## config.mk

```make
export PLATFORM = sky130hd
export DESIGN_NAME = main_scu_bac_arbiter
export DESIGN_NICKNAME = d
export VERILOG_FILES = /design/src/rtl/main_scu_bac_arbiter.sv
export SDC_FILE = /design/constraint.sdc
export NUM_CORES = 1
export LEC_CHECK = 0
export ABC_CLOCK_PERIOD_IN_PS = 1750
export BUFFER_PORTS_ARGS = -buffer_cell sky130_fd_sc_hd__buf_2
export CAP_MARGIN = 20
export CORE_MARGIN = 4
export CORE_UTILIZATION = 42
export DETAILED_ROUTE_END_ITERATION = 10
export PLACE_DENSITY = 0.88
export SETUP_SLACK_MARGIN = 0.1
export SYNTH_ARGS = -nofsm -noshare
export SYNTH_HDL_FRONTEND = slang
export SYNTH_SLANG_ARGS = --single-unit
```

## constraint.sdc

```tcl
create_clock -name clk_i -period 1.75 [get_ports clk_i]
set_clock_uncertainty 0.1 [all_clocks]
set_input_delay 0.35 -clock clk_i [delete_from_list [all_inputs] [get_ports clk_i]]
set_output_delay 0.35 -clock clk_i [all_outputs]
set_load 0.02 [all_outputs]
```

## src/rtl/main_scu_bac_arbiter.sv

```systemverilog
// Round-robin arbiter sharing one BAC register-bus port among p_num_req requesters,
// one outstanding transfer at a time, with a per-transfer wait timeout.
module main_scu_bac_arbiter #(
  parameter int p_num_req                      = 2,
  parameter int p_bac_reg_offset_address_width = 12,
  parameter int p_response_width               = 2,
  parameter int p_timeout                      = 255
) (
  input  logic                                                clk_i,
  input  logic                                                rst_i,
  input  logic [p_num_req-1:0]                                req_bac_csb_i,
  input  logic [p_num_req-1:0]                                req_bac_wr_i,
  input  logic [p_num_req*p_bac_reg_offset_address_width-1:0] req_bac_address_i,
  input  logic [p_num_req*32-1:0]                             req_bac_write_data_i,
  input  logic [p_num_req*4-1:0]                              req_bac_byte_en_i,
  output logic [p_num_req*32-1:0]                             req_bac_read_data_o,
  output logic [p_num_req-1:0]                                req_bac_ready_o,
  output logic [p_num_req*p_response_width-1:0]               req_bac_response_o,
  output logic                                                bac_csb_o,
  output logic                                                bac_wr_o,
  output logic [p_bac_reg_offset_address_width-1:0]           bac_address_o,
  output logic [31:0]                                         bac_write_data_o,
  output logic [3:0]                                          bac_byte_en_o,
  input  logic [31:0]                                         bac_read_data_i,
  input  logic                                                bac_ready_i,
  input  logic [p_response_width-1:0]                         bac_response_i,
  output logic [p_num_req-1:0]                                grant_o,
  output logic                                                timeout_o
);
  localparam int N  = p_num_req;
  localparam int AW = p_bac_reg_offset_address_width;
  localparam int RW = p_response_width;
  localparam int PW = (N > 1) ? $clog2(N) : 1;
  localparam int CW = (p_timeout > 1) ? $clog2(p_timeout + 1) : 1;
  localparam logic [RW-1:0] ErrResp = RW'(2'b10);

  typedef enum logic [1:0] {ST_IDLE, ST_ISSUE, ST_WAIT, ST_DONE} state_t;

  state_t            state_q, state_d;
  logic [PW-1:0]     ptr_q, ptr_d, gidx_q, gidx_d, pick_s;
  logic              found_s;
  logic [N-1:0]      grant_q, grant_d, ready_q, ready_d;
  logic              csb_q, csb_d, wr_q, wr_d, timeout_q, timeout_d;
  logic [AW-1:0]     addr_q, addr_d;
  logic [31:0]       wdata_q, wdata_d;
  logic [3:0]        be_q, be_d;
  logic [N*32-1:0]   rdata_q, rdata_d;
  logic [N*RW-1:0]   resp_q, resp_d;
  logic [CW-1:0]     cnt_q, cnt_d;

  // Index base+k wrapped into 0..N-1 (k < N, so one subtraction suffices).
  function automatic logic [PW-1:0] rr_idx(input logic [PW-1:0] base, input int unsigned k);
    int unsigned s;
    s = 32'(base) + k;
    if (s >= 32'(N)) s = s - 32'(N);
    else             s = s;
    return PW'(s);
  endfunction

  always_comb begin
    found_s = 1'b0;
    pick_s  = '0;
    for (int unsigned k = 0; k < 32'(N); k++) begin
      if (!found_s && !req_bac_csb_i[rr_idx(ptr_q, k)]) begin
        found_s = 1'b1;
        pick_s  = rr_idx(ptr_q, k);
      end else begin
        found_s = found_s;
      end
    end
  end

  always_comb begin
    state_d   = state_q;
    ptr_d     = ptr_q;
    gidx_d    = gidx_q;
    grant_d   = grant_q;
    ready_d   = ready_q;
    csb_d     = csb_q;
    wr_d      = wr_q;
    addr_d    = addr_q;
    wdata_d   = wdata_q;
    be_d      = be_q;
    rdata_d   = rdata_q;
    resp_d    = resp_q;
    timeout_d = timeout_q;
    cnt_d     = cnt_q;
    case (state_q)
      ST_IDLE: begin
        if (found_s) begin
          state_d = ST_ISSUE;
          gidx_d  = pick_s;
          grant_d = N'(1) << pick_s;
          csb_d   = 1'b0;
          wr_d    = req_bac_wr_i[pick_s];
          addr_d  = req_bac_address_i[pick_s*AW +: AW];
          wdata_d = req_bac_write_data_i[pick_s*32 +: 32];
          be_d    = req_bac_byte_en_i[pick_s*4 +: 4];
        end else begin
          state_d = ST_IDLE;
        end
      end
      ST_ISSUE: begin
        cnt_d   = '0;
        state_d = ST_WAIT;
      end
      ST_WAIT: begin
        // A ready in the final wait cycle still completes normally.
        if (bac_ready_i) begin
          csb_d                     = 1'b1;
          ready_d[gidx_q]           = 1'b1;
          rdata_d[gidx_q*32 +: 32]  = bac_read_data_i;
          resp_d[gidx_q*RW +: RW]   = bac_response_i;
          state_d                   = ST_DONE;
        end else if (cnt_q >= CW'(p_timeout - 1)) begin
          csb_d                     = 1'b1;
          ready_d[gidx_q]           = 1'b1;
          rdata_d[gidx_q*32 +: 32]  = 32'h0000_0000;
          resp_d[gidx_q*RW +: RW]   = ErrResp;
          timeout_d                 = 1'b1;
          state_d                   = ST_DONE;
        end else if (cnt_q != CW'(p_timeout)) begin
          cnt_d = cnt_q + CW'(1);
        end else begin
          cnt_d = cnt_q;
        end
      end
      ST_DONE: begin
        ptr_d     = rr_idx(gidx_q, 32'd1);
        grant_d   = '0;
        ready_d   = '0;
        rdata_d   = '0;
        resp_d    = '0;
        timeout_d = 1'b0;
        state_d   = ST_IDLE;
      end
      default: begin
        state_d = ST_IDLE;
        csb_d   = 1'b1;
        grant_d = '0;
      end
    endcase
  end

  always_ff @(posedge clk_i) begin
    if (rst_i) begin
      state_q   <= ST_IDLE;
      ptr_q     <= '0;
      gidx_q    <= '0;
      grant_q   <= '0;
      ready_q   <= '0;
      csb_q     <= 1'b1;
      wr_q      <= 1'b0;
      addr_q    <= '0;
      wdata_q   <= 32'h0000_0000;
      be_q      <= 4'h0;
      rdata_q   <= '0;
      resp_q    <= '0;
      timeout_q <= 1'b0;
      cnt_q     <= '0;
    end else begin
      state_q   <= state_d;
      ptr_q     <= ptr_d;
      gidx_q    <= gidx_d;
      grant_q   <= grant_d;
      ready_q   <= ready_d;
      csb_q     <= csb_d;
      wr_q      <= wr_d;
      addr_q    <= addr_d;
      wdata_q   <= wdata_d;
      be_q      <= be_d;
      rdata_q   <= rdata_d;
      resp_q    <= resp_d;
      timeout_q <= timeout_d;
      cnt_q     <= cnt_d;
    end
  end

  assign req_bac_read_data_o = rdata_q;
  assign req_bac_ready_o     = ready_q;
  assign req_bac_response_o  = resp_q;
  assign bac_csb_o           = csb_q;
  assign bac_wr_o            = wr_q;
  assign bac_address_o       = addr_q;
  assign bac_write_data_o    = wdata_q;
  assign bac_byte_en_o       = be_q;
  assign grant_o             = grant_q;
  assign timeout_o           = timeout_q;

endmodule

```

# Word-level counts from Yosys, hierarchy flattened
# Index checks and enable logic that the tools add are counted.
dict set report classes {
  n_lt_le_gt_ge 9
  shifts 10
  reduce_logical 14
  n_eq_ne 10
  mul 1
  bitwise 1
  add_sub_neg 8
  muxes 44
}
# operator n
set op_table {}
lappend op_table {{bitwise mux 64 bit} 2}
lappend op_table {{two-way mux 64 bit} 2}
lappend op_table {{one-hot mux 64 bit (2 select lines)} 1}
lappend op_table {{variable shift 32 x 34 -> 64 bit (first input constant)} 1}
lappend op_table {{indexed part select 32 x 34 -> 64 bit} 1}
lappend op_table {{indexed part select 32 x 34 -> 64 bit (first input constant)} 1}
lappend op_table {{indexed part select 64 x 7 -> 32 bit} 1}
lappend op_table {{negation 2 -> 34 bit} 1}
lappend op_table {{negation 6 -> 34 bit} 1}
lappend op_table {{variable shift 2 x 34 -> 4 bit (first input constant)} 1}
lappend op_table {{indexed part select 2 x 34 -> 4 bit} 1}
lappend op_table {{indexed part select 2 x 34 -> 4 bit (first input constant)} 1}
lappend op_table {{two-way mux 8 bit} 3}
lappend op_table {{indexed part select 24 x 6 -> 12 bit} 1}
lappend op_table {{two-way mux 1 bit} 19}
lappend op_table {{one-hot mux 8 bit (2 select lines)} 1}
lappend op_table {{two-way mux 2 bit} 5}
lappend op_table {{!= test 2 bit (second input constant)} 5}
lappend op_table {{adder 8 x 1 -> 8 bit (second input constant)} 1}
lappend op_table {{bitwise mux 4 bit} 2}
lappend op_table {{>= comparator 8 bit (second input constant)} 1}
lappend op_table {{less-than comparator 1 x 2 -> 1 bit (second input constant)} 4}
lappend op_table {{two-way mux 4 bit} 2}
lappend op_table {{!= test 8 bit (second input constant)} 1}
lappend op_table {{24 further kinds} 38}
dict set report totals {
  input_bits 137
  reg_bits 135
  output_inout_bits 123
}

# Logic depth before layout (Yosys ltp)
# Gate-level depths: netlist (run 1).
dict set report logic_depth {
  word_depth 11
  depth_mapped 8
  mapped_depth_nobuf 6
}

# Least setup slack after synthesis (run 1)
# OpenSTA, ideal clock, no wires.
dict set report synth_path {
  kind {reg-to-reg}
  from {reg state_q[0]}
  to {reg grant_q[0] (netlist: grant_o[0])}
  path_slack_ps -52
  path_stages_with_launch 9
  setup_ps 127
  required_time_ps 1523
  t_arrival_ps 1575
  path_cell_list {dfxtp_1 inv_1 ha_1 a21boi_0 clkbuf_1 clkbuf_1 a21oi_1 a21oi_1 nor2_1}
}
dict set report synth_via {
  elab_chain_cells 3
  elab_cells_between_ends 6
  cone_classes {eq/ne (2); mux (1); reduce/logical (3)}
}
# item line_no
set synth_rtl {}
lappend synth_rtl {{start, declared} 39} ;# state_t state_q, state_d;
lappend synth_rtl {{start signal, assigned} 162} ;# state_q <= state_d;
lappend synth_rtl {{equality test 2 bit or logical NOT 2 bit (tied branches)} 88} ;# case (state_q)
lappend synth_rtl {{nonzero test 2 bit (no line) or != test 2 bit (tied branches)} --}
lappend synth_rtl {{AND reduction 2 bit (no line)} --}
lappend synth_rtl {{end signal, assigned} 165} ;# grant_q <= grant_d;
lappend synth_rtl {{end, declared} 42} ;# logic [N-1:0] grant_q, grant_d, ready_q, ready_d;
# Several ways; a longest one is shown, not always the timed one.
# A chain may end at the register's enable or synchronous reset.

# Final worst setup path (run 1)
dict set report layout_path {
  from {reg state_q[0]}
  to {reg wdata_q[8] (netlist: bac_write_data_o[8])}
}
dict set report layout_via {
  elab_chain_cells 2
}
# item line_no
set layout_rtl {}
lappend layout_rtl {{logical NOT 2 bit} 88}
lappend layout_rtl {{AND reduction 2 bit (no line)} --}
lappend layout_rtl {{end signal, assigned} 170} ;# wdata_q <= wdata_d;
lappend layout_rtl {{end, declared} 45} ;# logic [31:0] wdata_q, wdata_d;
# No other way between the ends.

==> impl_results.md, run 1 <==
- Failing checks: setup timing
- Rel. slew slack: 0.573
- Reg2reg end: bac_write_data_o[8]$_SDFFE_PP0P_
- Startpoint types: register
- EDFF count, synth: 0
- Cell Area, Synth: 5350 µm²
- Vias: 5602
- Hold path cells: 3
- Slew Limit Fails: 0
- Mux share of post-synthesis cell area: 0.00374
- Synthesis-to-layout area growth: 53.1%
- Die ar.: 14600 µm²
- CTS sink count: 135
- Hold Path End: bac_write_data_o[17]$_SDFFE_PP0P_
- FF/Latch Area: 2720 µm²
- Reg2reg setup slack: -0.01 ns
- Antenna violation net count after detailed routing: 0
- Port buffer count: 259
- Clk slew on worst S/H paths: 0.06 ns
- Drt via density: 5.50
- Largest area contributor in the netlist: dfxtp_1
- Site row count: 40
- CTS Hold Bufs: 0
- Seq/Total Area, Yosys: 0.505
- Top cells by area, synth: dfxtp_1 (51%), a32o_1 (12%), a311oi_1 (8.0%)
- Crit path kind: register to register
- DRC Markers: 0
- Synth Area in Compound Gates: 0.268
- Die Span Y: 121 µm
- CTS root buf: clkbuf_16
- Final WL: 17.9 mm
- Starting Density: 0.438
- Post-route minimum period: 1.76 ns
- Post-synthesis xor/xnor area fraction: 0.00328
- Max VDD drop: 1.10 mV
- Top FF cell, synth: dfxtp_1
- R2r startpoint: state_q[0]$_SDFFE_PP0P_
- Layout cells sized above 1: 0.461
- PwrDens: 1550 nW/µm²
- Hold path startpoint: req_bac_write_data_i[49]
- RePlAce Congestion: 0.807
- Worst-skew pair later-pin latency: 0.42 ns
- Area of the multi-input gates: 2470 µm²
- Commonest cells post-synth: dfxtp_1 (135), nand2_1 (102), a32o_1 (66), nor2_1 (63), a311oi_1 (49)
- Fin area: 8180 µm²
- FMAX: 568 MHz
- Top cell by count, worst path: buf_6
- Status: complete, but fails checks
- 1st-iter DRT viols: 405
- CP peak stage delay: 0.32 ns
- CTS H-tree depth: 4
- Final-layout fill cell count: 955
- Post-placement cell area: 6920 µm²
- Total CTS buffers: 17
- Worst Hold Class: input pin to register
- Cells on worst reg2reg path: 9
- P_leak: 3.85 nW
- Initial antenna violation count: 0
- Setup-failing EPs final: 5
- Crit path required time: 1.95 ns
- Worst setup margin: -0.0119 ns
- Die width: 121 µm
- Period utilisation layout: 1.01
- CTS tree: yes
- RSZ-0062 raised after global routing: yes
- Max-cap viol count: 0
- Crit path max fanout: 12
- Yosys cell types: 42
- Pwr Total: 0.0127 W
- Hold slack: 0.0854 ns
- Synthesis Warnings: 0
- Mapped Cells: 548
- Hold Vio Cnt, Final: 0
- Largest net degree at the start of global routing: 68
- Simple-gate area share of the yosys netlist: 0.140
- # diodes: 0
- Total gr overflow: 0
- Drt first pass iters: 4
- Post-synth top area share: 0.505
- Vias in the first global route: 5429
- Asr flop ratio synth: 0
- CP arrival: 1.96 ns
- Deepest clock path buffer count: 2
- Slew @ Worst Pin: 0.641 ns
- Critical path cell sequence: inv_2 -> buf_4 -> ha_4 -> a21boi_4 -> buf_6 -> buf_6 -> buf_12 -> nor2_1 -> a311oi_1
- Wire per inst: 17.5 µm
- GRT Overall Usage: 0.233
- Post-Syn Nets: 691
- Post-synthesis adder-cell area fraction: 0.0140
- #FFs+latches synth: 135
- Slowest stage cell, crit path: dfxtp_2
- I/O pin count: 260
- First-pass GRT wire length: 27.0 mm
- Core Region: 12200 µm²
- DP Wirelength: 11.3 mm
- Largest family of logic cells by synthesized area: compound AO/OA/AOI/OAI gates
- Crit path launch: state_q[0]$_SDFFE_PP0P_
- Syn_area_per_cell: 9.76 µm²
- Most common cell in the netlist: dfxtp_1
- Nets: 981
- Element type at the critical path end: register
==> cell families after synthesis <==
| family | Yosys count |
|---|---|
| compound gates | 158 |
| xor+xnor | 2 |
| fa+ha+maj | 6 |
| buf+inv | 61 |
| flops | 135 |
| mux | 2 |
| simple gates | 184 |
==> layout by cell type (no fill, tap or decap), types with 3 or more instances in the layout <==
cell type,n
bufinv_16,4
dfxtp_2,7
inv_1,7
clkinvlp_4,3
inv_6,4
o211ai_1,4
o41ai_1,3
buf_6,14
a311oi_1,47
a31oi_1,3
dfxtp_1,127
a211oi_1,4
buf_12,10
buf_16,3
nor3_1,4
buf_2,259
a32o_1,66
clkbuf_16,20
a21oi_1,10
a21oi_4,4
buf_4,30
nand2_1,100
nor2_1,62
ha_4,4
==> repair_timing <==
item,in CTS,in global routing
setup buffers,14,7
endpoints found under the setup margin,123,130
resized for setup,36,16
pin swaps,13,10
gates cloned,6,4
==> per-stage QoR <==
stage	instances	setup TNS, ns	util	worst slack (ns)
3_5_place_dp	956	-13.53	0.566	-0.347
3_3_place_gp	956	-11.62	0.566	-0.296
2_1_floorplan	548	0	-	0.0687
4_1_cts	1008	0	0.653	0.0275
5_1_grt	1019	-1.22	0.670	-0.0744
6_report	1019	-0.0341	0.670	-0.0119
==> registers in the layout, summed over array words and instances (netlist names) <==
register and flops:
bac_wr_o 1, req_bac_response_o 4, bac_write_data_o 32, timeout_o 1, bac_byte_en_o 4, cnt_q 8
gidx_q 1, ptr_q 1, req_bac_read_data_o 64, bac_address_o 12, req_bac_ready_o 2, grant_o 2
state_q 2, bac_csb_o 1
==> area by class of cell <==
type,count,area share
repair buffers,322,0.259
multi-input cells,353,0.302
well taps,168,0.0257
clock buffers,17,0.0520
clock inverters,15,0.0261
inverters,9,0.00413
flip-flops and latches,135,0.332
==> per-layer routing <==
layer  global-route usage  wire length, µm  up-vias
met5                    0                0        -
met4               0.0956              470        0
met3               0.0772             1640       34
met2                0.390             8950      281
met1                0.273             6810     2652
li1                     -                -     2635
==> critical path: cells and delay by family, from the launching register on <==
kind | cells | cell delay [ns]
AOI/OAI and AO/OA | 2 | 0.49
adders and majority gates | 1 | 0.13
buffers and inverters | 5 | 0.56
DFF | 1 | 0.32
and+or+nand+nor | 1 | 0.04
==> worst max-delay path by stage <==
stage | end | slack (ns) | cells past startpoint
after floorplan | req_bac_read_data_o[12]$_SDFFE_PP0P_ | 0.07 | 6
after global placement | req_bac_read_data_o[22]$_SDFFE_PP0P_ | -0.30 | 6
after detailed placement | req_bac_read_data_o[23]$_SDFFE_PP0P_ | -0.35 | 6
after CTS | req_bac_read_data_o[50]$_SDFFE_PP0P_ | 0.03 | 8
after global routing | bac_write_data_o[8]$_SDFFE_PP0P_ | -0.07 | 9
final | bac_write_data_o[8]$_SDFFE_PP0P_ | -0.01 | 9
==> report_power, final <==
group          switching, W  total (W)  internal (W)
Combinational       0.00264    0.00482       0.00218
Sequential         0.000330    0.00399       0.00366
Clock               0.00143    0.00385       0.00242
No activity file was read; power rests on OpenSTA's default activity.
==> run 2, diff against run 1 <==
- CORE_UTILIZATION: 42 -> 25
- PLACE_DENSITY: 0.88 -> 0.61
==> run 2 against run 1 <==
The run still ends with setup timing left. First-iteration DRC count decreased by 41%. Non-clock buffer count down 12. Worst hold slack gained 0.00068 ns.
==> impl_results.md, run 2 (synthesis results as in run 1) <==
- Top cell by count, worst path: buf_12
- PwrDens: 1520 nW/µm²
- CP arrival: 1.97 ns
- Area of the multi-input gates: 2490 µm²
- Total CTS buffers: 17
- Worst-skew pair later-pin latency: 0.41 ns
- Synthesis-to-layout area growth: 54.5%
- GRT Overall Usage: 0.143
- Crit path max fanout: 6
- Element type at the critical path end: register
- Wire per inst: 16.7 µm
- CTS root buf: clkbuf_16
- Slew @ Worst Pin: 0.664 ns
- GRT busiest layer: met2
- Startpoint types: register
- Critical path cell sequence: inv_2 -> ha_4 -> nor2_4 -> o311ai_4 -> buf_12 -> a21oi_4 -> buf_12 -> clkbuf_16 -> a32o_1
- Period utilisation layout: 1.01
- Initial antenna violation count: 1
- WP buf/inv: 4
- Vias: 5426
- Levels on crit path: 9
- First-pass GRT wire length: 27.5 mm
- Rel. slew slack: 0.557
- Status: complete, but fails checks
- Fin area: 8260 µm²
- I/O pin count: 260
- Reg2reg end: req_bac_read_data_o[21]$_SDFFE_PP0P_
- Die ar.: 23800 µm²
- Sw Pwr: 0.00460 W
- Met3 Use GR: 0.0529
- FMAX: 567 MHz
- Crit path launch: cnt_q[0]$_SDFFE_PP0P_
- Starting Density: 0.254
- Setup-failing EPs final: 14
- CP peak stage delay: 0.32 ns
- CTS H-tree depth: 4
- Site row count: 53
- Met1 Usage GRT: 0.178
- Crit path required time: 1.96 ns
- Deepest clock path buffer count: 2
- Vias in the first global route: 5265
- Slowest stage cell, crit path: dfxtp_1
- RePlAce Congestion: 0.793
- Max FFs per register: 64
- Util after Layout: 0.393
- Worst Hold Class: input pin to register
- Crit path kind: register to register
- Internal power: 0.00795 W
- Reg2reg setup slack: -0.01 ns
- Family with the most delay on the worst path: compound AO/OA/AOI/OAI gates
- Pwr Total: 0.0125 W
- Final WL: 18.6 mm
- Combinational Power Share: 0.381
- R2r startpoint: cnt_q[0]$_SDFFE_PP0P_
- Sequential power share: 0.318
- Cells on worst reg2reg path: 9
- Commonest non-fill, non-tap cell in the layout: buf_2
- Layout cells sized above 1: 0.461
- RSZ-0062 raised after global routing: yes
- Drt first pass iters: 6
- CTS sink count: 135
- Die Span Y: 154 µm
- Critical Path End: req_bac_read_data_o[21]$_SDFFE_PP0P_
- Clk pwr share: 0.301
- Clk slew on worst S/H paths: 0.07 ns
- DP Wirelength: 12.2 mm
- Nets: 968
- FF/Latch Area: 2720 µm²
- Post-placement cell area: 7050 µm²
- Post-route minimum period: 1.76 ns
- Pre-CTS WS: 0.0155 ns
- Die width: 154 µm
- Drt via density: 4.87
- Grt met2 use: 0.225
- Largest net degree at the start of global routing: 67
- Failing checks: setup timing
- Final-layout fill cell count: 2119
- CTS tree: yes
- Total gr overflow: 0
- Antenna violation net count after detailed routing: 0
- Most frequent cells in the layout: buf_2 (259), dfxtp_1 (128), nand2_1 (101)
- Port buffer count: 259
- DRC Markers: 0
- Slew Limit Fails: 0
- Max VDD drop: 0.898 mV
- P_leak: 3.78 nW
- Hold Vio Cnt, Final: 0
- Switch share: 0.366
- Max-cap viol count: 0
- Worst setup margin: -0.0127 ns
- Core Region: 21000 µm²
- 1st-iter DRT viols: 237
[run 2: per-stage QoR]
stage / TNS (ns) / instances / hold WS [ns]
after floorplan: 0 / 548 / 0.352
after global placement: 0 / 1060 / 0.342
after detailed placement: 0 / 1060 / 0.351
after CTS: 0 / 1098 / 0.0631
after global routing: -2.06 / 1114 / 0.0737
final: -0.0445 / 1114 / 0.0860
[run 2: power by group through the flow]
stage          combinational [W]  sequential, W  clock [W]
6_report                 0.00478        0.00399    0.00378
5_1_grt                  0.00513        0.00406    0.00403
4_1_cts                  0.00401        0.00397    0.00390
3_5_place_dp             0.00366        0.00402          0
3_3_place_gp             0.00363        0.00402          0
2_1_floorplan            0.00170        0.00464          0
[run 2: how the worst min path moves through the flow]
| stage | cells past startpoint | start | slack, ns | to |
|---|---|---|---|---|
| final | 3 | req_bac_address_i[7] | 0.09 | bac_address_o[7]$_SDFFE_PP0P_ |
| after global routing | 2 | bac_read_data_i[6] | 0.07 | req_bac_read_data_o[38]$_SDFFE_PP0P_ |
| after CTS | 3 | req_bac_write_data_i[39] | 0.06 | bac_write_data_o[7]$_SDFFE_PP0P_ |
| after detailed placement | 1 | req_bac_read_data_o[2]$_SDFFE_PP0P_ | 0.35 | req_bac_read_data_o[2]$_SDFFE_PP0P_ |
| after global placement | 1 | req_bac_read_data_o[19]$_SDFFE_PP0P_ | 0.34 | req_bac_read_data_o[19]$_SDFFE_PP0P_ |
| after floorplan | 1 | cnt_q[2]$_SDFFE_PP0P_ | 0.35 | cnt_q[2]$_SDFFE_PP0P_ |
[run 2: layout make-up]
| class | instances | area share |
|---|---|---|
| inverters | 9 | 0.00470 |
| diodes | 1 | 0.000303 |
| clock inverters | 15 | 0.0241 |
| clock buffers | 17 | 0.0515 |
| multi-input cells | 352 | 0.301 |
| well taps | 275 | 0.0417 |
| repair buffers | 310 | 0.247 |
| flip-flops and latches | 135 | 0.330 |
[run 2: worst min-delay path, delay by kind of cell]
| family | cells | cell delay, ns |
|---|---|---|
| buffers and inverters | 1 | 0.09 |
| and+or+nand+nor | 1 | 0.04 |
| AOI/OAI and AO/OA | 1 | 0.07 |
[run 2: repair_timing]
item                       CTS  global route
resized for setup           12            45
cloned                       3             7
buffers inserted             3             8
pin swaps                    0            19
setup endpoints to repair  125           128
hold buffers                 0             0
[run 2: metal layers]
| metal | wire length, µm | vias to the layer above |
|---|---|---|
| met2 | 8920 | 237 |
| met5 | 0 | - |
| met3 | 1780 | 24 |
| met1 | 7550 | 2554 |
| li1 | - | 2611 |
| met4 | 329 | 0 |
==> run 3, diff against run 2 <==
- ABC_CLOCK_PERIOD_IN_PS: 1750 -> 1650
- PLACE_DENSITY: 0.61 -> 0.6
- clock period: 1.75 -> 1.65 ns (I/O delays scaled with it)
==> run 3 against run 2 <==
The run still ends with setup timing left. Critical endpoint is now req_bac_read_data_o[62]$_SDFFE_PP0P_. Sequential share of layout area is 2.0 points lower. Via count grew 2.2%. Flip-flop and latch count unchanged. Final cell count grew 1.3%. Final area is 6.1% higher. Clock-buffer cell count rose by 1. Largest power group unchanged. Worst setup slack lost 0.00051 ns. Critical path type unchanged. Critical path depth is 1 lower. Utilization up 2.4 points. Clock power grew 2%. Highest routed layer unchanged.
==> impl_results.md, run 3 (synthesis results as in run 1) <==
- Status: complete, but fails checks
- Failing checks: setup timing
- Slew Limit Fails: 0
- Pwr Total: 0.0144 W
- Die Span Y: 154 µm
- Site row count: 53
- Total CTS buffers: 17
- Wire per inst: 16.7 µm
- Worst-skew pair later-pin latency: 0.41 ns
- Rel. slew slack: 0.610
- Max FFs per register: 64
- Max VDD drop: 0.694 mV
- Worst setup margin: -0.0132 ns
- Antenna violation net count after detailed routing: 0
- RSZ-0062 raised after global routing: yes
- Worst Hold Class: input pin to register
- DRC Markers: 0
- CTS Hold Bufs: 0
- 1st-iter DRT viols: 193
- First-pass GRT wire length: 27.8 mm
- CTS root buf: clkbuf_16
- Die ar.: 23800 µm²
- Hold Vio Cnt, Final: 0
- GRT busiest layer: met2
- Most frequent cells in the layout: buf_2 (259), dfxtp_1 (127), nand2_1 (102)
- Element type at the critical path end: register
- Vias in the first global route: 5348
- # diodes: 0
- Initial antenna violation count: 0
- Hold slack: 0.0744 ns
- Commonest non-fill, non-tap cell in the layout: buf_2
- P_leak: 3.90 nW
- Setup TNS: -0.137 ns
- Max-cap viol count: 0
- Crit path kind: register to register
- Vias: 5544
- Starting Density: 0.254
- CTS tree: yes
- Layout cells sized above 1: 0.555
- Crit path max fanout: 24
- CTS sink count: 135
- CP arrival: 1.86 ns
- Deepest clock path buffer count: 2
- Grt met2 use: 0.233
- Crit path required time: 1.84 ns
- Met3 Use GR: 0.0498
- Pre-CTS WS: -0.0680 ns
- Startpoint types: register
- Port buffer count: 259
- Clk slew on worst S/H paths: 0.06 ns
- Drt first pass iters: 6
- Cells on worst reg2reg path: 8
- Core Region: 21000 µm²
- Period utilisation layout: 1.01
- Post-route minimum period: 1.66 ns
- Slew @ Worst Pin: 0.584 ns
- GRT Overall Usage: 0.144
- PwrDens: 1650 nW/µm²
- Final WL: 18.8 mm
- FMAX: 601 MHz
- CTS H-tree depth: 4
- Reg2reg setup slack: -0.01 ns
- DP Wirelength: 12.4 mm
- Met1 Usage GRT: 0.178
- Die width: 154 µm
- Largest net degree at the start of global routing: 59
- Drt via density: 4.91
- Setup-failing EPs final: 26
- Synthesis-to-layout area growth: 63.9%
- Nets: 983
- I/O pin count: 260
- Hold path cells: 3
- Total gr overflow: 0
- RePlAce Congestion: 0.789
[run 3: cell types whose count changed in the layout (fill, tap and decap cells not counted), moves of 4 or more]
cell      delta
a21oi_1      -5
a311oi_2    +19
nor2_2      +12
a21oi_2      +4
nor2_4      +28
dfxtp_4      -4
dfxtp_2      +5
a311oi_1    -19
buf_4       +11
nor2_1      -40
[run 3: repair_timing]
action / in CTS / in global routing
cloned: 2 / 9
setup buffers: 4 / 14
endpoints found under the setup margin: 124 / 129
pin swaps: 31 / 32
gates resized for setup: 68 / 91
[run 3: final cells by class]
| class | count | area, µm² |
|---|---|---|
| Multi-Input combinational cell | 352 | 2920 |
| Timing Repair Buffer | 325 | 2150 |
| Sequential cell | 135 | 2720 |
| Clock buffer | 18 | 439 |
| Fill cell | 2047 | 12300 |
| Clock inverter | 14 | 160 |
| Inverter | 9 | 38.8 |
| Tap cell | 275 | 344 |
[run 3: per-layer routing]
layer | part of all wire | vias up
met2 | 0.48 | 252
li1 | - | 2647
met1 | 0.41 | 2625
met5 | 0 | -
met4 | 0.020 | 0
met3 | 0.093 | 20
[run 3: path summary, 6_finish.rpt]
kind                                           to                                 start
max          req_bac_read_data_o[62]$_SDFFE_PP0P_                 cnt_q[0]$_SDFFE_PP0P_
min             bac_write_data_o[17]$_SDFFE_PP0P_              req_bac_write_data_i[49]
max reg2reg  req_bac_read_data_o[62]$_SDFFE_PP0P_                 cnt_q[0]$_SDFFE_PP0P_
min reg2reg  req_bac_read_data_o[58]$_SDFFE_PP0P_  req_bac_read_data_o[58]$_SDFFE_PP0P_
[run 3: critical path: stages (launching register included)]
cell and delay (ns):
dfxtp_2 0.32, inv_2 0.06, ha_4 0.15, nor2_4 0.04, o311ai_4 0.25, buf_6 0.17
a21oi_4 0.07, buf_12 0.18, a32o_1 0.20
[run 3: power by group]
part	leakage (nW)	internal (W)	switching, W	total (W)
registers	1.11	0.00388	0.000495	0.00438
logic	2.50	0.00288	0.00333	0.00621
clock network	0.292	0.00231	0.00155	0.00386
total	3.90	0.00907	0.00537	0.0144
[run 3: metrics by stage]
step / util / cell area [µm²] / instances
floorplan: - / 5460 / 548
global placement: 0.340 / 7140 / 1069
CTS: 0.383 / 8050 / 1107
finish: 0.417 / 8760 / 1128
global route: 0.417 / 8760 / 1128
detailed placement: 0.340 / 7140 / 1069
